## config.mk

```make
export PLATFORM = sky130hd
export DESIGN_NAME = floor_request_scheduler_flat
export DESIGN_NICKNAME = d
export VERILOG_FILES = /design/src/rtl/floor_request_scheduler_if.sv /design/src/rtl/floor_request_scheduler.sv /design/src/flat_wrapper.sv
export SDC_FILE = /design/constraint.sdc
export NUM_CORES = 1
export LEC_CHECK = 0
export CORE_MARGIN = 2
export CORE_UTILIZATION = 55
export CTS_BUF_LIST = sky130_fd_sc_hd__clkbuf_8
export DETAILED_ROUTE_END_ITERATION = 12
export DONT_BUFFER_PORTS = 1
export HOLD_SLACK_MARGIN = 0.1
export PLACE_DENSITY = 0.73
export SLEW_MARGIN = 10
export SYNTH_ARGS = -nofsm -noshare
export SYNTH_HDL_FRONTEND = slang
export SYNTH_SLANG_ARGS = --single-unit
```

## constraint.sdc

```tcl
create_clock -name clk -period 4.3 [get_ports clk]
set_input_delay 1.075 -clock clk [delete_from_list [all_inputs] [get_ports clk]]
set_output_delay 1.075 -clock clk [all_outputs]
set_load 0.03 [all_outputs]
```

## src/rtl/floor_request_scheduler_if.sv

```systemverilog
// Call/cabin/target signal bundle between the floor request scheduler and its lift environment.
interface floor_request_scheduler_if;
    logic       hall_call_vld;
    logic [2:0] hall_call_f;
    logic       cab_call_vld;
    logic [2:0] cab_call_f;
    logic [2:0] elev_f_i;
    logic       busy_i;
    logic [2:0] tgt_f_o;
    logic       tgt_vld_o;
    logic [1:0] dir_o;
    logic [7:0] pending_o;
    logic [3:0] req_cnt_o;

    modport master (
        output hall_call_vld, hall_call_f, cab_call_vld, cab_call_f, elev_f_i, busy_i,
        input  tgt_f_o, tgt_vld_o, dir_o, pending_o, req_cnt_o
    );

    modport slave (
        input  hall_call_vld, hall_call_f, cab_call_vld, cab_call_f, elev_f_i, busy_i,
        output tgt_f_o, tgt_vld_o, dir_o, pending_o, req_cnt_o
    );
endinterface

```

## src/rtl/floor_request_scheduler.sv

```systemverilog
// Eight-floor elevator request scheduler (collective up/down sweep).
// Define SCHED_HOLD_EN to make the cabin dwell HOLD_CYC cycles at each served floor.
module floor_request_scheduler #(
    parameter int HOLD_CYC = 4
) (
    input  logic clk,
    input  logic rst_n,
    floor_request_scheduler_if.slave bus
);

    typedef enum logic [1:0] {
        S_IDLE = 2'b00,
        S_UP   = 2'b01,
        S_DOWN = 2'b10,
        S_HOLD = 2'b11
    } state_t;

    if (HOLD_CYC < 1) begin : g_hold_cyc_check
        $error("HOLD_CYC must be at least 1");
    end

    function automatic logic [7:0] onehot(input logic [2:0] f);
        return 8'd1 << f;
    endfunction

    function automatic logic [7:0] gt_mask(input logic [2:0] f);
        return 8'hFF << (4'(f) + 4'd1);
    endfunction

    function automatic logic [7:0] ge_mask(input logic [2:0] f);
        return 8'hFF << f;
    endfunction

    function automatic logic [2:0] lowest_set(input logic [7:0] m);
        logic [2:0] idx;
        idx = '0;
        for (int i = 7; i >= 0; i--) begin
            if (m[i]) idx = 3'(i);
        end
        return idx;
    endfunction

    function automatic logic [2:0] highest_set(input logic [7:0] m);
        logic [2:0] idx;
        idx = '0;
        for (int i = 0; i < 8; i++) begin
            if (m[i]) idx = 3'(i);
        end
        return idx;
    endfunction

    function automatic logic [3:0] popcount(input logic [7:0] m);
        logic [3:0] c;
        c = '0;
        for (int i = 0; i < 8; i++) begin
            c = c + 4'(m[i]);
        end
        return c;
    endfunction

    // Sweep continuation: keep the current direction while work remains ahead.
    function automatic state_t resolve_dir(input logic going_up, input logic any_above,
                                           input logic any_below);
        if (going_up) return any_above ? S_UP : (any_below ? S_DOWN : S_IDLE);
        return any_below ? S_DOWN : (any_above ? S_UP : S_IDLE);
    endfunction

    state_t     state_q, state_n;
    logic [7:0] pending_q, pending_n;
    logic [2:0] last_tgt_q;

`ifdef SCHED_HOLD_EN
    localparam int CNT_W = (HOLD_CYC > 1) ? $clog2(HOLD_CYC) : 1;
    logic [CNT_W-1:0] hold_cnt_q, hold_cnt_n;
    logic             last_up_q, last_up_n;
`endif

    logic [2:0] elev;
    logic [7:0] above_s, below_s, up_cand, dn_cand;
    logic [7:0] set_mask, clr_mask, discard_mask;
    logic [2:0] up_tgt, dn_tgt, near_up, near_dn, tgt_cur;
    logic       tgt_vld, arrival, rem_above, rem_below;

    assign elev    = bus.elev_f_i;
    assign above_s = pending_q & gt_mask(elev);
    assign below_s = pending_q & ~ge_mask(elev);
    // Targets include the current floor so the cabin can actually arrive at them.
    assign up_cand = pending_q & ge_mask(elev);
    assign dn_cand = pending_q & ~gt_mask(elev);
    assign up_tgt  = lowest_set(up_cand);
    assign dn_tgt  = highest_set(dn_cand);
    assign near_up = lowest_set(above_s);
    assign near_dn = highest_set(below_s);

    assign tgt_vld = ((state_q == S_UP) && (|up_cand)) || ((state_q == S_DOWN) && (|dn_cand));
    assign tgt_cur = (state_q == S_UP) ? up_tgt : dn_tgt;
    assign arrival = tgt_vld && !bus.busy_i && (elev == tgt_cur);

    assign set_mask = (bus.hall_call_vld ? onehot(bus.hall_call_f) : 8'h00)
                    | (bus.cab_call_vld  ? onehot(bus.cab_call_f)  : 8'h00);
    assign discard_mask = ((state_q == S_IDLE) && !bus.busy_i) ? onehot(elev) : 8'h00;
    assign clr_mask     = arrival ? onehot(tgt_cur) : 8'h00;
    assign pending_n    = (pending_q | set_mask) & ~clr_mask & ~discard_mask;

    assign rem_above = |(pending_n & gt_mask(elev));
    assign rem_below = |(pending_n & ~ge_mask(elev));

    always_comb begin
        state_n = state_q;
`ifdef SCHED_HOLD_EN
        hold_cnt_n = hold_cnt_q;
        last_up_n  = last_up_q;
`endif
        case (state_q)
            S_IDLE: begin
                if ((|above_s) && (|below_s)) begin
                    state_n = ((elev - near_dn) < (near_up - elev)) ? S_DOWN : S_UP;
                end else if (|above_s) begin
                    state_n = S_UP;
                end else if (|below_s) begin
                    state_n = S_DOWN;
                end
            end
            S_UP, S_DOWN: begin
                if (!tgt_vld) begin
                    state_n = S_IDLE;
                end else if (arrival) begin
`ifdef SCHED_HOLD_EN
                    state_n    = S_HOLD;
                    hold_cnt_n = '0;
                    last_up_n  = (state_q == S_UP);
`else
                    state_n = resolve_dir(state_q == S_UP, rem_above, rem_below);
`endif
                end
            end
            S_HOLD: begin
`ifdef SCHED_HOLD_EN
                if (hold_cnt_q == CNT_W'(HOLD_CYC - 1)) begin
                    state_n = resolve_dir(last_up_q, rem_above, rem_below);
                end else begin
                    hold_cnt_n = hold_cnt_q + 1'b1;
                end
`else
                state_n = S_IDLE;
`endif
            end
            default: state_n = S_IDLE;
        endcase
    end

    always_ff @(posedge clk) begin
        if (rst_n) begin
            state_q    <= S_IDLE;
            pending_q  <= '0;
            last_tgt_q <= '0;
`ifdef SCHED_HOLD_EN
            hold_cnt_q <= '0;
            last_up_q  <= 1'b0;
`endif
        end else begin
            state_q   <= state_n;
            pending_q <= pending_n;
            if (tgt_vld) last_tgt_q <= tgt_cur;
`ifdef SCHED_HOLD_EN
            hold_cnt_q <= hold_cnt_n;
            last_up_q  <= last_up_n;
`endif
        end
    end

    assign bus.tgt_vld_o = tgt_vld;
    assign bus.tgt_f_o   = tgt_vld ? tgt_cur : last_tgt_q;
    assign bus.dir_o     = state_q;
    assign bus.pending_o = pending_q;
    assign bus.req_cnt_o = popcount(pending_q);

endmodule

```

## src/flat_wrapper.sv

```systemverilog
// flat-port wrapper written by rule: the top's interface ports become plain ports
module floor_request_scheduler_flat 
#(
    parameter int HOLD_CYC = 4
)
  (clk, rst_n, bus_hall_call_vld, bus_hall_call_f, bus_cab_call_vld, bus_cab_call_f, bus_elev_f_i, bus_busy_i, bus_tgt_f_o, bus_tgt_vld_o, bus_dir_o, bus_pending_o, bus_req_cnt_o);
  floor_request_scheduler_if bus_i ();
  input  logic clk;
  input  logic rst_n;
  input wire logic [$bits(bus_i.hall_call_vld)-1:0] bus_hall_call_vld;
  input wire logic [$bits(bus_i.hall_call_f)-1:0] bus_hall_call_f;
  input wire logic [$bits(bus_i.cab_call_vld)-1:0] bus_cab_call_vld;
  input wire logic [$bits(bus_i.cab_call_f)-1:0] bus_cab_call_f;
  input wire logic [$bits(bus_i.elev_f_i)-1:0] bus_elev_f_i;
  input wire logic [$bits(bus_i.busy_i)-1:0] bus_busy_i;
  output wire logic [$bits(bus_i.tgt_f_o)-1:0] bus_tgt_f_o;
  output wire logic [$bits(bus_i.tgt_vld_o)-1:0] bus_tgt_vld_o;
  output wire logic [$bits(bus_i.dir_o)-1:0] bus_dir_o;
  output wire logic [$bits(bus_i.pending_o)-1:0] bus_pending_o;
  output wire logic [$bits(bus_i.req_cnt_o)-1:0] bus_req_cnt_o;
  assign bus_i.hall_call_vld = bus_hall_call_vld;
  assign bus_i.hall_call_f = bus_hall_call_f;
  assign bus_i.cab_call_vld = bus_cab_call_vld;
  assign bus_i.cab_call_f = bus_cab_call_f;
  assign bus_i.elev_f_i = bus_elev_f_i;
  assign bus_i.busy_i = bus_busy_i;
  assign bus_tgt_f_o = bus_i.tgt_f_o;
  assign bus_tgt_vld_o = bus_i.tgt_vld_o;
  assign bus_dir_o = bus_i.dir_o;
  assign bus_pending_o = bus_i.pending_o;
  assign bus_req_cnt_o = bus_i.req_cnt_o;
  floor_request_scheduler #(.HOLD_CYC(HOLD_CYC)) u_core (.clk(clk), .rst_n(rst_n), .bus(bus_i));
endmodule
```

==> impl_summary.md, run 1 <==
Status
The flow ran to the end, and the final reports show no timing, DRC or antenna violations.

Global route
The via count of the first global-routing pass was 2,367. The maximum number of pins on one net before global-route repair is 40. Across every metal layer, demand over resource in global routing totals between 20% and 30%. Summed over all layers, the global routing overflow is 0. The first global-routing pass estimated 11.31 mm of wire.

For met1 alone, demand over resource in global routing was 36.07%. Global routing consumed, on the met3 layer, under 10% of the routing resources. In this run the most used layer during global routing was met2.

The number of antenna violations at the first check in global routing is 0. Global routing used 46.90% of the available met2 tracks.

Synthesis
The fraction of synthesis flops using an asynchronous set or reset pin is 0%. Summing the sequential cell areas from Yosys gives 11.00% of the chip area. The most used flip-flop cell after synthesis is sky130_fd_sc_hd__dfxtp_1. The cell taking the most area after synthesis is sky130_fd_sc_hd__dfxtp_1.

The synthesized area is 2366 µm². The number of nets in the synthesized netlist is roughly 350. Yosys mapped a number of flops with a built-in enable equal to 0.

The cell count after synthesis is a little over 300. The share of Yosys cell area claimed by the top area cell type is 11.00%. The most common cell in the synthesized netlist is sky130_fd_sc_hd__nand2_1. The netlist uses 77 different library cells. The flip-flop and latch count after synthesis is 13. The average instance in the mapped netlist occupies 7.732 µm². Ranked by instance count, the synthesized netlist is headed by sky130_fd_sc_hd__nand2_1 (27), sky130_fd_sc_hd__inv_1 (24), sky130_fd_sc_hd__a21oi_1 (20).

The yosys synthesis warning count is 0. Ranked by total cell area, the synthesized netlist is headed by sky130_fd_sc_hd__dfxtp_1 (11%), sky130_fd_sc_hd__ha_1 (10%), sky130_fd_sc_hd__fa_1 (5.1%), sky130_fd_sc_hd__nand2_1 (4.3%), sky130_fd_sc_hd__a21oi_1 (4.2%).

STA
The total count of hold-check failures in the final report is 0. Setup violations remaining at the end of the flow were counted as 0. The slew at the pin closest to its max-slew limit is 551.6 ps.

The worst clock skew on the final layout is about 5.6 ps. The relative slew slack is 62.75%. The period utilization is 97.45%. The highest clock frequency the design can meet is 238.6 MHz.

The final critical-path required period is 4190 ps. The sum of negative setup slack is 0 ps. The total count of max-transition violations in the final report is 0. Setup repair after global routing left no endpoint under its margin.

Power and ir drop
The leakage power is 1.023 nW. The fraction of power consumed by the clock network is 14.1%. The power per standard cell area is 299.9 nW/µm². Of the total power, the share spent switching nets is 48.31%. The cell internal power dissipation is 0.3889 mW. Combinational logic burns 64.4% of the power. Registers are responsible for between 20% and 30% of the overall power.

The final total power is 0.7523 mW. The net switching component of the power is around 0.36 mW. Across the VDD grid, the largest voltage drop is 0.2338 mV.

Placed design
The quantity of I/O buffers inserted on ports is 0. The detailed placement HPWL is 5.462 mm. The placer's final routability congestion estimate is 0.9664.

The standard cell area after detailed placement is 2461 µm².

Drt
The detailed router finished its first iteration with 250 violations. The length of the first detailed-routing pass in iterations is 5. The number of antenna-violating nets in the routed design is 0.

The number of vias per cell is 6.701. The routed layout has 2,446 vias. The average wire per standard cell is 18.89 µm. The total wire length is 6.895 mm. The remaining routing DRC violations is 0.

CTS
Clock-pin slew was measured on the worst setup and hold paths at about 60 ps. The maximum level of the CTS H-tree is 1. TritonCTS built the clock tree. The total of hold buffers inserted after clock tree synthesis is 0. CTS saw 13 sinks. The clock network latency to the later pin of the worst-skew pair is roughly 240 ps. Clock tree synthesis selected as its root buffer the cell sky130_fd_sc_hd__clkbuf_8. In this run, CTS created clock tree buffers numbering 3.

The maximum root-to-sink buffer count is 2.

Critical path
The largest stage delay on the critical path is 360 ps. The most critical setup path has its startpoint at bus_elev_f_i[0]. At the worst endpoint, the required time is 4450 ps. By startpoint and endpoint, the worst setup path is classified as in2reg. The signal arrival time at the worst endpoint is 4340 ps. The critical path ends at u_core.bus.dir_o[1]. The number of cells on the worst reg-to-reg path is 10. Across all register-to-register paths, the minimum setup slack is 820 ps. Among all stages on the critical path, the largest delay is contributed by sky130_fd_sc_hd__fa_1.

The worst register-to-register path begins at u_core.bus.dir_o[0]. The top fanout value on the critical path is 15. The worst setup path is captured at a flip-flop. The endpoint identified for the worst register-to-register timing path is u_core.bus.dir_o[1]. The critical path goes through ha_1, ha_4, nand2b_1, a22oi_1, o21ai_0, o211ai_1, o21ai_0, o21ai_0, ha_1, inv_1, fa_1, xor2_1, xnor2_1, ha_1, a211oi_1, or2_2, nand2_1, and3_2, a221oi_2. The element type at the critical path start is an input port.

Die
The y dimension of the die is 69.59 µm. 32 I/O pins were placed. The starting density of the core is 58.31%.

The width of the chip is 69.59 µm. The die covers 4843 µm². The placeable core region is 4058 µm². The row count is 23.

Finish
Cells with a size suffix above 1 make up between 10% and 20% of the layout. The area growth from synthesis to layout is 6.029%. The number of antenna diodes is 0. The design area is 2509 µm². For this run, the post-layout net count is 355.

Run
The max capacitance violation total is 0.

Min path
The classification of the worst-slack hold path is reg2reg.
[layout by cell type, fill, tap and decap left out, drive strengths merged, types with 3 or more instances in the layout]
master	instances
a211oi	4
a21o	4
a21oi	21
a311o	3
a311oi	4
a31oi	8
a41oi	3
and2	6
and3	3
buf	19
clkbuf	3
dfxtp	13
fa	6
ha	19
inv	27
nand2	28
nand2b	10
nand3	12
nand4	5
nor2	20
nor2b	11
nor3	8
nor3b	4
o211a	5
o211ai	5
o21ai	20
xnor2	5
[cell type report]
cell class	count	area (µm²)
inverters	27	102.6
fillers	378	1549
flip-flops and latches	13	260.3
well taps	50	62.56
clock buffers	3	41.29
multi-input cells	252	1896
clock inverters	1	3.754
repair buffers	19	142.6
[worst max-delay path, delay by kind of cell]
kind | cells | cell delay [ps]
adders and majority gates | 5 | 1230
and+or+nand+nor | 4 | 600
AOI/OAI and AO/OA | 7 | 1030
xor gates and xnor gates | 2 | 350
buffers and inverters | 1 | 40
[sequential cells by signal, summed over array words and instances (netlist names)]
name	flops
u_core.bus.dir_o	2
u_core.bus.pending_o	8
u_core.last_tgt_q	3
[what timing repair did]
action	4_1_cts	5_1_grt
buffers inserted	0	0
gates resized for setup	0	2
setup endpoints to repair	0	4
[kinds of logic (layout without fill, tap and decap cells)]
group	after synthesis	in the layout	synth area share, %
AND/OR/NAND/NOR	114	114	27.02
buffers and inverters	41	50	10.05
flip-flops	13	13	11.00
XOR/XNOR	6	6	2.221
AO/OA/AOI/OAI	104	104	33.26
multiplexers	3	3	1.322
adder cells (fa/ha/maj)	25	25	15.12
[how the worst min path moves through the flow]
stage / from / end / slack (ps) / cells after the start
after floorplan: u_core.last_tgt_q[1] / u_core.last_tgt_q[1] / 650 / 3
after global placement: u_core.last_tgt_q[1] / u_core.last_tgt_q[1] / 660 / 3
after detailed placement: u_core.last_tgt_q[1] / u_core.last_tgt_q[1] / 670 / 3
after CTS: u_core.last_tgt_q[1] / u_core.last_tgt_q[1] / 680 / 3
after global routing: u_core.last_tgt_q[1] / u_core.last_tgt_q[1] / 710 / 3
final: u_core.last_tgt_q[1] / u_core.last_tgt_q[1] / 670 / 3
[per-stage QoR]
stage	util, %	setup WS, ps	cells	hold WS [ps]
after floorplan	-	-58.57	306	652.1
after global placement	60.65	78.94	361	659.5
after detailed placement	60.65	-76.62	361	669.8
after CTS	61.76	122.9	365	676.2
after global routing	61.83	12.30	365	710.9
final	61.83	109.5	365	672.5
[per-layer routing]
| metal | vias up | wire length [µm] |
|---|---|---|
| li1 | 1149 | - |
| met1 | 1132 | 2833 |
| met2 | 148 | 3207 |
| met3 | 17 | 664 |
| met4 | 0 | 190 |
| met5 | - | 0 |
[power groups by stage]
| stage | logic, mW | clock network (mW) | registers [mW] |
|---|---|---|---|
| after floorplan | 0.385 | 0 | 0.175 |
| final | 0.485 | 0.106 | 0.162 |
| after global placement | 0.470 | 0 | 0.164 |
| after global routing | 0.528 | 0.115 | 0.163 |
| after CTS | 0.479 | 0.109 | 0.162 |
| after detailed placement | 0.477 | 0 | 0.165 |
No activity file was read; power rests on OpenSTA's default activity.
==> run 2: changes to the inputs <==
--- a/config.mk
+++ b/config.mk
@@ -5,6 +5,7 @@
 export SDC_FILE = /design/constraint.sdc
 export NUM_CORES = 1
 export LEC_CHECK = 0
+export ABC_AREA = 1
 export CORE_MARGIN = 2
 export CORE_UTILIZATION = 55
 export CTS_BUF_LIST = sky130_fd_sc_hd__clkbuf_8
==> run 2 against run 1 <==
Sequential power increased by 10%; clock power increased by 6%; sequential share of layout area increased by 1.0 points; total power increased by 11%; synthesized cell count increased by 18%; core utilization decreased by 0.24 points; clock skew decreased by 2.8 ps; critical path depth decreased by 10; count of clock-buffer cells in the layout unchanged; fmax increased by 3.4%; design area decreased by 8.8%; sequential cell count unchanged; largest cell class unchanged.
==> impl_summary.md, run 2 <==
Global route
The via count of the first global-routing pass is 2,162 (-8.7%). The number of antenna violations at the first check in global routing was 0 (unchanged). The maximum number of pins on one net before global-route repair was 19 (-53%). The global-route wire length before repair is 10.26 mm (-9.3%). The residual overflow from global routing came to 0 (unchanged). The total routing usage reported by global routing is 30.57% (+2.1 points).

Min path
For hold timing, the worst endpoint is u_core.last_tgt_q[0]. The start point of the worst min-delay path is u_core.last_tgt_q[0]. The classification of the worst-slack hold path is reg2reg.

The worst hold path cell count is 2 (-1).

STA
The worst hold margin is 464.2 ps (-208.2 ps). The total count of max-transition violations in the final report is 0 (unchanged). The count of final setup violators came to 0 (unchanged). The final critical-path required period was 4054 ps (-136.5 ps). Setup repair after global routing left no endpoint under its margin. The total count of hold-check failures in the final report was 0 (unchanged).

The highest clock frequency the design can meet is 246.7 MHz (+3.4%). The worst clock skew on the final layout is 2.735 ps (-2.823 ps). The period utilization is 94.28% (-3.2 points).

The slew at the pin closest to its max-slew limit is 690.6 ps (+139.1 ps). The relative slew slack is 53.79% (-9.0 points). The sum of negative setup slack is 0 ps (unchanged).

CTS
The TritonCTS clock tree is yes. The maximum root-to-sink buffer count is 2 (unchanged). The number of post-CTS setup repair buffers is 0 (unchanged).

The number of sinks driven by the clock tree is 13 (unchanged). Clock tree synthesis selected as its root buffer the cell sky130_fd_sc_hd__clkbuf_8. The clock buffer count from CTS is 3 (unchanged). The post-CTS clock slew at the launch and capture registers of the worst setup and hold paths is 60 ps (about the same). The total of hold buffers inserted after clock tree synthesis is 0 (unchanged). The maximum level of the CTS H-tree was 1 (unchanged). The quantity of gates resized following cts is 0 (unchanged). The clock network latency to the later pin of the worst-skew pair is 250 ps (about the same).

Critical path
The signal arrival time at the worst endpoint is 2980 ps (-1360 ps). The worst setup path category is reg2out. STA classifies the critical path endpoint as a primary output. The register-to-register setup slack was 1320 ps (+500 ps).

The reg-to-reg critical path endpoint is u_core.bus.dir_o[1]. The top fanout value on the critical path is 2 (-13). The startpoint identified for the worst register-to-register timing path is u_core.bus.pending_o[5]. The number of cells traversed by the worst register-to-register path is 18 (+8).

The element type at the critical path start is a flip-flop. The required arrival time at the worst endpoint is 3220 ps (-1230 ps).

Synthesis
The top flip-flop cell by instance count after synthesis is sky130_fd_sc_hd__dfxtp_1. Sorting the synthesized cells by how often they occur yields sky130_fd_sc_hd__nand2_1 (91), sky130_fd_sc_hd__inv_1 (65), sky130_fd_sc_hd__nor2_1 (43). The synthesized area was 2153 µm² (-9.0%).

The count of unique library cells instantiated by Yosys is 34 (-56%). The cell count after synthesis is 360 (+18%). The count of flip-flops with a built-in enable after synthesis is 0 (unchanged). The share of Yosys cell area claimed by the top area cell type is 15.86% (+4.9 points). The sequential fraction of the synthesis area is 12.09% (+1.1 points). The post-synthesis average cell area is 5.981 µm² (-23%). The fraction of synthesis flops using an asynchronous set or reset pin came to 0% (unchanged). The yosys synthesis warning count was 0 (unchanged). The flip-flop and latch count after synthesis is 13 (unchanged). The most common cell in the synthesized netlist is sky130_fd_sc_hd__nand2_1. By area the synthesized netlist is led by sky130_fd_sc_hd__nand2_1 (16%), sky130_fd_sc_hd__dfxtp_1 (12%), sky130_fd_sc_hd__inv_1 (11%), sky130_fd_sc_hd__ha_1 (11%), sky130_fd_sc_hd__nor2_1 (7.5%).

The total nets after synthesis is 399 (+16%). The cell taking the most area after synthesis is sky130_fd_sc_hd__nand2_1.

Power and ir drop
The leakage power is 1.273 nW (+24%). The fraction of power consumed by the clock network is 13.5% (-0.6 points). The register share of total power was 21.5% (about the same). The relative contribution of combinational cells to total power is 65.1% (+0.7 points). The net switching component of the power is 0.4597 mW (+26%). The cell internal power dissipation was 0.3731 mW (-4.1%).

The power per standard cell area is 363.9 nW/µm² (+21%). The net switching fraction of the power is 55.20% (+6.9 points). The worst vdd rail ir drop came to 0.2068 mV (-12%). The final total power was 0.8327 mW (+11%).

Drt
The via count of the routed design was 2,367 (-3.2%). The number of DRC markers in iteration 0 was 143 (-43%). The remaining routing DRC violations is 0 (unchanged). The total wire length was 6.193 mm (-10%). The length of the first detailed-routing pass in iterations is 5 (unchanged). The number of vias per cell is 5.676 (-15%). The average wire per standard cell is 14.85 µm (-21%). The number of antenna-violating nets in the routed design came to 0 (unchanged).

Finish
The number of antenna diodes was 0 (unchanged). The area growth from synthesis to layout is 6.275%. The post-layout utilization of the core is 61.58% (-0.24 points). The flip-flop count of the largest register after layout is 8 (unchanged).

Leaving out fill and tap cells, the most frequent cell in the layout is sky130_fd_sc_hd__nand2_1. The share of post-route cells with drive strength above 1 is 11.92% (-5.5 points). The fill cell instance count of the final layout is 390 (+3.2%).

The number of nets at the end of the flow is 409 (+15%). The top cell types in the final layout, fill and taps aside, are sky130_fd_sc_hd__nand2_1 (91), sky130_fd_sc_hd__inv_1 (65), sky130_fd_sc_hd__nor2_1 (43).

Status
The flow ran to the end, and the final reports show no timing, DRC or antenna violations.

Placed design
The placer's final routability congestion estimate was 0.9772 (+1.1%). The quantity of I/O buffers inserted on ports is 0 (unchanged). The detailed placement HPWL is 5.073 mm (-7.1%).

Die
The row count is 22 (-4.3%). The number of primary I/O pins is 32 (unchanged). The floorplan die area came to 4432 µm² (-8.5%). The starting density of the core came to 57.95% (-0.36 points). The placeable core region is 3716 µm² (-8.4%). The y dimension of the die came to 66.57 µm (-4.3%).

The width of the chip came to 66.57 µm (-4.3%).

Run
The max capacitance violation total is 0 (unchanged).
-- run 2: cell count changes after synthesis, sizes merged, moves of 10 or more --
cell    delta
nand2     +81
inv       +42
nor2      +28
nand3     +22
nor2b     -11
nand2b    -10
-- run 2: final cells by class --
type / count / area [µm²] / share of cell area (%)
repair buffers: 9 / 67.56 / 2.952
clock inverters: 1 / 5.005 / 0.2187
clock buffers: 3 / 41.29 / 1.804
multi-input cells: 275 / 1599 / 69.87
flip-flops and latches: 13 / 260.3 / 11.37
inverters: 68 / 255.2 / 11.15
well taps: 48 / 60.06 / 2.624
-- run 2: metrics by stage --
stage	instances	cell area, µm²	worst slack (ps)
2_1_floorplan	360	2153	237.0
3_3_place_gp	413	2242	315.0
3_5_place_dp	413	2242	243.3
4_1_cts	417	2288	227.1
5_1_grt	417	2288	117.8
6_report	417	2288	246.0
-- run 2: worst max-delay path by stage --
stage | from | to | slack [ps]
after detailed placement | bus_elev_f_i[0] | u_core.bus.dir_o[0] | 240
after global placement | bus_elev_f_i[0] | u_core.bus.dir_o[0] | 320
final | u_core.bus.pending_o[0] | bus_req_cnt_o[1] | 250
after floorplan | u_core.bus.pending_o[0] | bus_req_cnt_o[2] | 240
after CTS | u_core.bus.pending_o[0] | bus_req_cnt_o[1] | 230
after global routing | u_core.bus.pending_o[0] | bus_req_cnt_o[1] | 120
-- run 2: power groups by stage --
| stage | clock [mW] | sequential (mW) | combinational, mW |
|---|---|---|---|
| after floorplan | 0 | 0.186 | 0.427 |
| after global placement | 0 | 0.181 | 0.528 |
| after global routing | 0.120 | 0.181 | 0.610 |
| final | 0.112 | 0.179 | 0.542 |
| after detailed placement | 0 | 0.182 | 0.534 |
| after CTS | 0.116 | 0.179 | 0.537 |
-- run 2: per-layer routing --
metal  global-route usage (%)  part of all wire, %  vias up
li1                         -                    -     1163
met2                    47.88                   44      117
met5                        0                    0        -
met4                    9.694                  2.3        0
met1                    41.25                   44     1069
met3                    7.095                  9.8       18
-- run 2: worst max-delay path, stage by stage (launching register included) --
cell	delay (ps)
sky130_fd_sc_hd__dfxtp_1	330
sky130_fd_sc_hd__ha_1	290
sky130_fd_sc_hd__inv_1	70
sky130_fd_sc_hd__fa_1	420
sky130_fd_sc_hd__fa_1	490
sky130_fd_sc_hd__inv_1	50
sky130_fd_sc_hd__fa_1	380
sky130_fd_sc_hd__inv_1	80
sky130_fd_sc_hd__fa_1	410
sky130_fd_sc_hd__inv_1	220
-- run 2: logic make-up (layout without fill, tap and decap cells) --
kind of cell / after synthesis / in the layout / share of synthesized area, %
AND/OR/NAND/NOR: 201 / 201 / 42.65
buffers and inverters: 72 / 81 / 13.65
AO/OA/AOI/OAI: 45 / 45 / 13.36
adder cells (fa/ha/maj): 25 / 25 / 16.62
flip-flops: 13 / 13 / 12.09
XOR/XNOR: 4 / 4 / 1.627
==> run 3: changes to the inputs <==
--- a/config.mk
+++ b/config.mk
@@ -6,6 +6,7 @@
 export NUM_CORES = 1
 export LEC_CHECK = 0
 export ABC_AREA = 1
+export CORE_ASPECT_RATIO = 0.6
 export CORE_MARGIN = 2
 export CORE_UTILIZATION = 55
 export CTS_BUF_LIST = sky130_fd_sc_hd__clkbuf_8
==> run 3 against run 2 <==
Die area up 0.37%; design area is 0.44% lower; worst hold slack worse by 0.95 ps; worst setup slack better by 12 ps; clock power is 7% higher; clock skew down 1.7 ps; wire length up 7.6%; core utilization about the same; critical path type unchanged.
==> impl_summary.md, run 3 (synthesis gave the netlist of run 2 again) <==
Min path
The classification of the worst-slack hold path is reg2reg. The hold-critical path endpoint is u_core.last_tgt_q[1]. The worst hold path cell count is 2 (unchanged). The start point of the worst min-delay path is u_core.last_tgt_q[1].

Drt
The number of DRC markers in iteration 0 came to 240 (+68%). The length of the first detailed-routing pass in iterations is 8 (+3). The via count of the routed design came to 2,404 (+1.6%). The number of vias per cell is 5.793 (+2.1%).

The number of antenna-violating nets in the routed design is 0 (unchanged). The remaining routing DRC violations came to 0 (unchanged). The average wire per standard cell came to 16.06 µm (+8.2%).

The total wire length was 6.666 mm (+7.6%).

Finish
The fill cell instance count of the final layout is 380 (-2.6%). The top cell types in the final layout, fill and taps aside, are sky130_fd_sc_hd__nand2_1 (91), sky130_fd_sc_hd__inv_1 (66), sky130_fd_sc_hd__nor2_1 (43). The share of post-route cells with drive strength above 1 came to 11.41% (-0.51 points).

The sequential cell area is 260.3 µm² (unchanged). Compared with the post-synthesis result, the final layout area differs by 5.811%. The number of antenna diodes was 0 (unchanged). Leaving out fill and tap cells, the most frequent cell in the layout is sky130_fd_sc_hd__nand2_1. The design area is 2278 µm² (-0.44%). The flip-flop count of the largest register after layout is 8 (unchanged). The number of nets at the end of the flow is 408 (-0.24%). The area used by multi-input combinational logic is 1599 µm² (unchanged).

Placed design
The quantity of I/O buffers inserted on ports is 0 (unchanged). The standard cell area after detailed placement was 2233 µm² (-0.39%). The detailed placement HPWL is 5.455 mm (+7.5%).

The placer's final routability congestion estimate was 1.027 (+5.1%).

Critical path
The count of buffering cells on the critical path with inverters included came to 4 (unchanged). The signal arrival time at the worst endpoint is 2970 ps (about the same). The register-to-register setup slack is 1140 ps (-180 ps). The worst setup path is of the reg2out kind. Traced cell by cell, the critical path runs through ha_1, inv_1, fa_1, fa_1, inv_1, fa_1, inv_1, fa_1, inv_1.

The largest stage delay on the critical path is 490 ps (about the same). The worst register-to-register path ends at u_core.bus.dir_o[1]. The top fanout value on the critical path is 2 (unchanged). The number of cells traversed by the worst register-to-register path is 19 (+1). The worst register-to-register path begins at u_core.bus.pending_o[6]. The logic depth of the worst path, buffers included is 9 (unchanged). The element type at the critical path start is a flip-flop. The required arrival time at the worst endpoint is 3220 ps (about the same). In this design, the largest share of critical-path delay is due to adder cells. The worst setup path is captured at a primary output. Among all stages on the critical path, the largest delay is contributed by sky130_fd_sc_hd__fa_1.

CTS
The clock network latency to the later pin of the worst-skew pair is 250 ps (about the same). The clock buffer count from CTS is 3 (unchanged). TritonCTS built the clock tree. The number of post-CTS setup repair buffers was 0 (unchanged). The total of hold buffers inserted after clock tree synthesis is 0 (unchanged). The maximum root-to-sink buffer count is 2 (unchanged). The maximum level of the CTS H-tree is 1 (unchanged).

CTS placed an instance of sky130_fd_sc_hd__clkbuf_8 at the clock tree root. The quantity of gates resized following cts is 0 (unchanged). The number of sinks driven by the clock tree is 13 (unchanged).

The post-CTS clock slew at the launch and capture registers of the worst setup and hold paths is 70 ps (about the same).

STA
The highest clock frequency the design can meet is 247.4 MHz (+0.29%). The sum of negative setup slack was 0 ps (unchanged). The slew at the pin closest to its max-slew limit is 680.3 ps (-10.36 ps).

The period utilization is 94.01% (-0.27 points). The count of final setup violators is 0 (unchanged). The worst clock skew on the final layout came to 1.048 ps (-1.687 ps). The relative slew slack came to 54.59% (+0.80 points). The final critical-path required period came to 4042 ps (-11.62 ps). The total count of hold-check failures in the final report came to 0 (unchanged).

The total count of max-transition violations in the final report came to 0 (unchanged). Setup repair after global routing left no endpoint under its margin.

Global route
The number of antenna violations at the first check in global routing is 0 (unchanged). The residual overflow from global routing is 0 (unchanged). The total routing usage reported by global routing is 31.06% (+0.49 points).

The global-route wire length before repair is 10.41 mm (+1.5%). The via count of the first global-routing pass is 2,095 (-3.1%). The maximum number of pins on one net before global-route repair is 19 (unchanged).

Die
The placeable core region came to 3701 µm² (-0.40%). The y dimension of the die is 52.47 µm (-21%). The row count is 17 (-23%).

The width of the chip came to 84.78 µm (+27%). The starting density of the core is 58.18% (+0.24 points). The number of primary I/O pins was 32 (unchanged). The floorplan die area is 4448 µm² (+0.37%).

Power and ir drop
The fraction of power consumed by the clock network is 14.0% (+0.5 points). The leakage power is 1.269 nW (-0.31%). The net switching fraction of the power was 56.34% (+1.1 points). The relative contribution of combinational cells to total power came to 65.0% (about the same).

The net switching component of the power is 0.4802 mW (+4.5%). The cell internal power dissipation is 0.3721 mW (-0.26%). The register share of total power is 21.0% (-0.5 points). The worst vdd rail ir drop is 0.2486 mV (+20%). The power per standard cell area came to 374.1 nW/µm² (+2.8%).

Status
The flow ran to the end, and the final reports show no timing, DRC or antenna violations.

Run
The max capacitance violation total was 0 (unchanged).
==> run 3: cell types whose count changed in the layout (fill, tap and decap cells not counted) <==
cell,change
sky130_fd_sc_hd__clkinv_2,-1
sky130_fd_sc_hd__inv_1,+1
sky130_fd_sc_hd__buf_4,-1
==> run 3: worst max path at each step <==
stage / slack [ps] / from / to
2_1_floorplan: 240 / u_core.bus.pending_o[0] / bus_req_cnt_o[2]
3_3_place_gp: 280 / bus_elev_f_i[0] / u_core.bus.dir_o[0]
3_5_place_dp: 220 / bus_elev_f_i[0] / u_core.bus.dir_o[0]
4_1_cts: 250 / u_core.bus.pending_o[0] / bus_req_cnt_o[1]
5_1_grt: 150 / u_core.bus.pending_o[0] / bus_req_cnt_o[1]
6_report: 260 / u_core.bus.pending_o[0] / bus_req_cnt_o[1]
==> run 3: layout make-up <==
cell class | instances | area share, %
inverter | 68 | 11.20
clock buffer | 3 | 1.812
tap | 47 | 2.581
multi-input combinational | 275 | 70.18
sequential | 13 | 11.42
clock inverter | 1 | 0.1647
timing repair buffer | 8 | 2.636
==> run 3: per-layer routing <==
| layer | part of all wire [%] | up-vias | wire (µm) | global-route usage [%] |
|---|---|---|---|---|
| li1 | - | 1168 | - | - |
| met1 | 47 | 1092 | 3156 | 44.61 |
| met2 | 39 | 134 | 2589 | 43.96 |
| met3 | 13 | 10 | 852 | 12.76 |
| met4 | 1.0 | 0 | 68 | 4.497 |
| met5 | 0 | - | 0 | 0 |
==> run 3: tightest hold or removal path: stages (launching register included) <==
cell	delay (ps)
sky130_fd_sc_hd__dfxtp_1	300
sky130_fd_sc_hd__inv_1	60
sky130_fd_sc_hd__a211oi_1	60
==> run 3: power groups by stage <==
| stage | sequential [mW] | clock [mW] | combinational, mW |
|---|---|---|---|
| 6_report | 0.179 | 0.120 | 0.554 |
| 5_1_grt | 0.181 | 0.126 | 0.615 |
| 4_1_cts | 0.179 | 0.119 | 0.542 |
| 3_5_place_dp | 0.181 | 0 | 0.538 |
| 3_3_place_gp | 0.181 | 0 | 0.540 |
| 2_1_floorplan | 0.186 | 0 | 0.427 |
==> run 3: through the flow <==
step / hold slack (ps) / cells / utilization (%) / setup WS (ps) / power, mW
2_1_floorplan: 437.5 / 360 / - / 237.0 / 0.6122
3_3_place_gp: 450.5 / 411 / 60.34 / 283.6 / 0.7206
3_5_place_dp: 455.2 / 411 / 60.34 / 216.4 / 0.7190
4_1_cts: 466.8 / 415 / 61.56 / 245.8 / 0.8390
5_1_grt: 494.6 / 415 / 61.56 / 145.3 / 0.9210
6_report: 463.3 / 415 / 61.56 / 257.7 / 0.8523
==> RTL change 1: new RTL, config.mk and constraints of run 3 <==
Put a register stage on the output `bus.req_cnt_o`. The value now appears one clock later.
--- a/src/rtl/floor_request_scheduler.sv
+++ b/src/rtl/floor_request_scheduler.sv
@@ -175,3 +175,5 @@
     assign bus.pending_o = pending_q;
-    assign bus.req_cnt_o = popcount(pending_q);
+    always_ff @(posedge clk) begin
+        bus.req_cnt_o <= popcount(pending_q);
+    end
 
Behaviour: not the same (Yosys sat finds a counterexample within 4 cycles, from zero or initial values and one cycle with rst_n high).
==> RTL change 1 against run 3 <==
- the run now ends with DRC left
- critical path depth increased by 4
- wire length decreased by 0.41%
- power increased by 7.2%
- final area increased by 1.2%
- sequential cell count increased by 4
- clock power increased by 12%
- synthesized area increased by 2.7%
- setup slack improved by 0.093 ns
==> RTL change 1: results (changes against run 3) <==
- Critical path endpoint: bus_tgt_f_o[2] (was bus_req_cnt_o[1])
- Seq/Total Area, Yosys: 0.154 (was 0.121)
- The TritonCTS clock tree is yes (unchanged).
- The first-pass detailed-route iteration total is 9 (was 8).
* Post-DP Area: 0.00226 mm² (was 0.00223 mm²)
- GRT Resource Usage Total: 0.320 (was 0.311)
* Largest net degree at the start of global routing: 20 (was 19)
* Peak ir drop on the vdd network: 0.312 mV (was 0.249 mV)
- Gpl congestion: 0.997 (was 1.03)
* Worst slew pin tran: 0.704 ns (was 0.680 ns)
* Outcome: complete, but fails checks (was finished, final reports clean)
* Cell types with the highest counts after synthesis: sky130_fd_sc_hd__nand2_1 (103), sky130_fd_sc_hd__inv_1 (66), sky130_fd_sc_hd__nor2_1 (46) (was sky130_fd_sc_hd__nand2_1 (91), sky130_fd_sc_hd__inv_1 (65), sky130_fd_sc_hd__nor2_1 (43))
- Wire length per cell after detailed routing: 16.0 µm (was 16.1 µm)
- The detailed placement HPWL came to 5450 µm (about the same).
* Violated checks: DRC
* Worst setup path startpoint: bus_elev_f_i[0] (was u_core.bus.pending_o[0])
* Leakage power summed over all cells: 1.29 nW (was 1.27 nW)
- Starting density of the core: 0.588 (was 0.582)
- Maximum net fanout on the critical path: 7 (was 2)
- The global-route wire length before repair was 10800 µm (was 10400 µm).
* Startpoint of the worst-slack reg-to-reg timing path: u_core.bus.pending_o[4] (was u_core.bus.pending_o[6])
* Slowest cell delay on critical path: 0.32 ns (was 0.49 ns)
- The clock insertion delay at the later pin of the skew report was 0.27 ns (was 0.25 ns).
- The number of remaining DRC errors was 6 (was 0).
- Number of filler cells placed in the layout: 348 (was 380)
* Post-synth cell types: 32 (was 34)
- The post-route core utilization is 0.612 (was 0.616).
- Via count of the first global-routing pass: 2088 (was 2095)
* Count of routing violations after the opening detailed-route iteration: 325 (was 240)
- The internal power was 0.415 mW (was 0.372 mW).
* Startpoint of the lowest-slack hold path: u_core.last_tgt_q[0] (was u_core.last_tgt_q[1])
- The critical path's slowest cell was sky130_fd_sc_hd__ha_1 (was sky130_fd_sc_hd__fa_1).
- Data arrival time at the worst-slack endpoint: 2.87 ns (was 2.97 ns)
- The detail-routed via count per cell was 5.77 (was 5.79).
## RTL change 1: cell types whose count changed after synthesis, sizes merged
cell / change
dfxtp: +4
o31ai: +1
nand3: -2
nor3: +2
a22o: -1
o22ai: -1
nand2: +2
a221o: +1
a32o: -1
o21ai: +1
## RTL change 1: per-stage QoR
step	hold WS [ns]	power [mW]	worst slack, ns	instances
floorplan	0.437	0.653	0.266	366
global placement	0.451	0.769	0.341	411
detailed placement	0.456	0.767	0.248	411
CTS	0.467	0.902	0.363	415
global route	0.487	0.987	0.121	415
finish	0.468	0.913	0.350	415
## RTL change 1: worst min path at each step
stage,to
4_1_cts,u_core.last_tgt_q[1]
5_1_grt,u_core.last_tgt_q[0]
2_1_floorplan,u_core.last_tgt_q[1]
3_3_place_gp,u_core.last_tgt_q[1]
3_5_place_dp,u_core.last_tgt_q[1]
6_report,u_core.last_tgt_q[0]
## RTL change 1: power by group through the flow
stage	clock network (mW)	logic, mW	registers (mW)
detailed placement	0	0.507	0.260
floorplan	0	0.403	0.250
finish	0.134	0.521	0.258
CTS	0.136	0.510	0.256
global route	0.143	0.583	0.261
global placement	0	0.509	0.260
## RTL change 1: per-layer routing
layer / GRT usage / share of wire / wire length (µm)
met5: 0 / 0 / 0
met4: 0.0847 / 0.010 / 67
met3: 0.0967 / 0.15 / 991
met2: 0.416 / 0.36 / 2420
met1: 0.492 / 0.48 / 3160
## RTL change 1: critical path: cells and delay by family
family,cells,cell delay (ns)
buffers and inverters,2,0.27
AOI/OAI and AO/OA,1,0.25
and+or+nand+nor,8,0.75
adders and majority gates,2,0.53
## RTL change 1: cell families (layout without fill, tap and decap cells)
group | count (synthesis) | count (layout) | synth area share
DFF | 17 | 17 | 0.154
xor gates and xnor gates | 4 | 4 | 0.0158
adders and majority gates | 25 | 25 | 0.162
AOI/OAI and AO/OA | 45 | 45 | 0.127
and+or+nand+nor | 203 | 203 | 0.412
buffers and inverters | 72 | 74 | 0.129
## RTL change 1: cell type report
| type | instances | share of cell area |
|---|---|---|
| repair buffers | 2 | 0.00651 |
| flip-flops and latches | 17 | 0.148 |
| well taps | 47 | 0.0255 |
| inverters | 68 | 0.111 |
| clock inverters | 1 | 0.00326 |
| clock buffers | 3 | 0.0179 |
| multi-input cells | 277 | 0.688 |
==> RTL change 2: new RTL, settings of run 3 <==
Made on the original files. Build with the macro `SCHED_HOLD_EN` defined.
--- a/src/rtl/floor_request_scheduler.sv
+++ b/src/rtl/floor_request_scheduler.sv
@@ -2,2 +2,4 @@
 // Define SCHED_HOLD_EN to make the cabin dwell HOLD_CYC cycles at each served floor.
+`define SCHED_HOLD_EN
+
 module floor_request_scheduler #(
Behaviour: not the same (a bounded check fails within 4 cycles, from zero or initial values and one cycle with rst_n high).
==> RTL change 2 against run 3 <==
- wire length is 10% higher
- fmax is 1.8% lower
- final area is 8.6% higher
- setup slack worse by 0.074 ns
- combinational power is 10% higher
- clock skew is 0.0087 ns higher
- sequential cell count is 3 higher
- power is 13% higher
- synthesized area is 7.1% higher
- sequential power is 19% higher
- core utilization is 0.88 points lower
- sequential share of layout area is 1.5 points higher
- clock power is 20% higher
- largest cell class unchanged
- largest power group unchanged
- highest routed layer unchanged
==> RTL change 2: results (changes against run 3) <==
* Leakage power summed over all cells: 1.40 nW (was 1.27 nW)
* Number of nets in the synthesized netlist: 426 (was 399)
* Worst hold slack: 0.465 ns (was 0.463 ns)
* Kind of path behind the tightest hold check: flip-flop to flip-flop (unchanged)
- The number of enable flip-flop cells after synthesis is 0 (unchanged).
* Share of post-route cells with drive strength above 1: 0.0914 (was 0.114)
* Data arrival time at the worst-slack endpoint: 3.04 ns (was 2.97 ns)
* Category of cells accounting for the largest share of critical-path delay: adder cells (unchanged)
- The routability-driven placement congestion ratio came to 1.02 (was 1.03).
* Grt met1 use: 0.503 (was 0.446)
- The slack of the worst reg-to-reg path is 1.07 ns (was 1.14 ns).
- Largest clock skew in the final design: 0.00974 ns (was 0.00105 ns)
- Count of routing violations after the opening detailed-route iteration: 204 (was 240)
- Post-synth cell types: 37 (was 34)
- Switching part of the total power: 0.545 (was 0.563)
* Seq group: 0.213 mW (was 0.179 mW)
* GR met3 Demand/Resource: 0.126 (was 0.128)
* Detailed-router iteration count before antenna repair: 5 (was 8)
- Area contributors post-synth: sky130_fd_sc_hd__nand2_1 (18%), sky130_fd_sc_hd__dfxtp_1 (14%), sky130_fd_sc_hd__ha_1 (11%), sky130_fd_sc_hd__inv_1 (11%), sky130_fd_sc_hd__nor2_1 (8.1%) (was sky130_fd_sc_hd__nand2_1 (16%), sky130_fd_sc_hd__dfxtp_1 (12%), sky130_fd_sc_hd__inv_1 (11%), sky130_fd_sc_hd__ha_1 (11%), sky130_fd_sc_hd__nor2_1 (7.5%)).
- Met2 usage in global routing: 0.448 (was 0.440)
* Number of nets at the end of the flow: 436 (was 408)
- Rel. slew slack: 0.530 (was 0.546)
* Vias after detailed routing: 2522 (was 2404)
* Wire length per cell after detailed routing: 16.1 µm (about the same)
- Number of filler cells placed in the layout: 425 (was 380)
- The detailed placement HPWL is 6140 µm (was 5450 µm).
- The via count of the first global-routing pass is 2243 (was 2095).
- Cell types with the highest counts after synthesis: sky130_fd_sc_hd__nand2_1 (108), sky130_fd_sc_hd__inv_1 (69), sky130_fd_sc_hd__nor2_1 (50) (was sky130_fd_sc_hd__nand2_1 (91), sky130_fd_sc_hd__inv_1 (65), sky130_fd_sc_hd__nor2_1 (43)).
- The leading register cell type out of synthesis was sky130_fd_sc_hd__dfxtp_1 (unchanged).
- The global-route wire length before repair was 11700 µm (was 10400 µm).
- Outcome: finished, final reports clean (unchanged)
- The standard cell area after detailed placement came to 0.00242 mm² (was 0.00223 mm²).
* Combinational fraction of design power: 0.631 (was 0.650)
* Seq/Total Area, Yosys: 0.139 (was 0.121)
- The total global-route track usage was 0.336 (was 0.311).
- The maximum vdd drop came to 0.280 mV (was 0.249 mV).
## RTL change 2: changes by cell type in the layout (fill, tap and decap cells not counted), sizes merged, moves of 2 or more
cell	before	now
nor3	0	4
a21oi	14	17
nor2	48	52
dfxtp	13	16
nand2	109	114
o21ai	13	10
inv	69	76
ha	19	21
o21bai	0	2
nand4	9	0
nand3	34	37
## RTL change 2: cells by family after synthesis
| kind of cell | count (synthesis) | synth area share |
|---|---|---|
| flops | 16 | 0.139 |
| simple gates | 207 | 0.393 |
| buf+inv | 80 | 0.137 |
| fa+ha+maj | 27 | 0.166 |
| xor+xnor | 4 | 0.0152 |
| compound gates | 51 | 0.150 |
## RTL change 2: per-layer routing
layer,up-vias,wire [µm]
met1,1150,3700
met2,121,2750
met3,10,812
met5,-,0
li1,1241,-
met4,0,64
## RTL change 2: path summary, 6_finish.rpt
check / to / depth (start not counted)
max: bus_req_cnt_o[1] / 9
min reg2reg: u_core.last_tgt_q[1] / 2
min: u_core.last_tgt_q[1] / 2
max reg2reg: u_core.bus.dir_o[1] / 17
## RTL change 2: layout make-up
type                            count  area (µm²)  area share
Timing Repair Buffer                9        67.6      0.0273
Sequential cell                    16         320       0.129
Clock buffer                        4        55.1      0.0223
Tap cell                           60        75.1      0.0303
Inverter                           76         285       0.115
Multi-Input combinational cell    289        1670       0.675
## RTL change 2: metrics by stage
stage	total power [mW]	cells	util	setup slack (ns)
after floorplan	0.679	385	-	0.226
after global placement	0.812	450	0.593	0.218
after detailed placement	0.812	450	0.593	0.127
after CTS	0.959	454	0.607	0.209
after global routing	1.06	454	0.607	0.0267
final	0.967	454	0.607	0.184
## RTL change 2: worst min-delay path, delay by kind of cell, from the launching register on
family	cells	cell delay [ns]
flip-flops	1	0.30
AO/OA/AOI/OAI	1	0.07
buffers and inverters	1	0.06
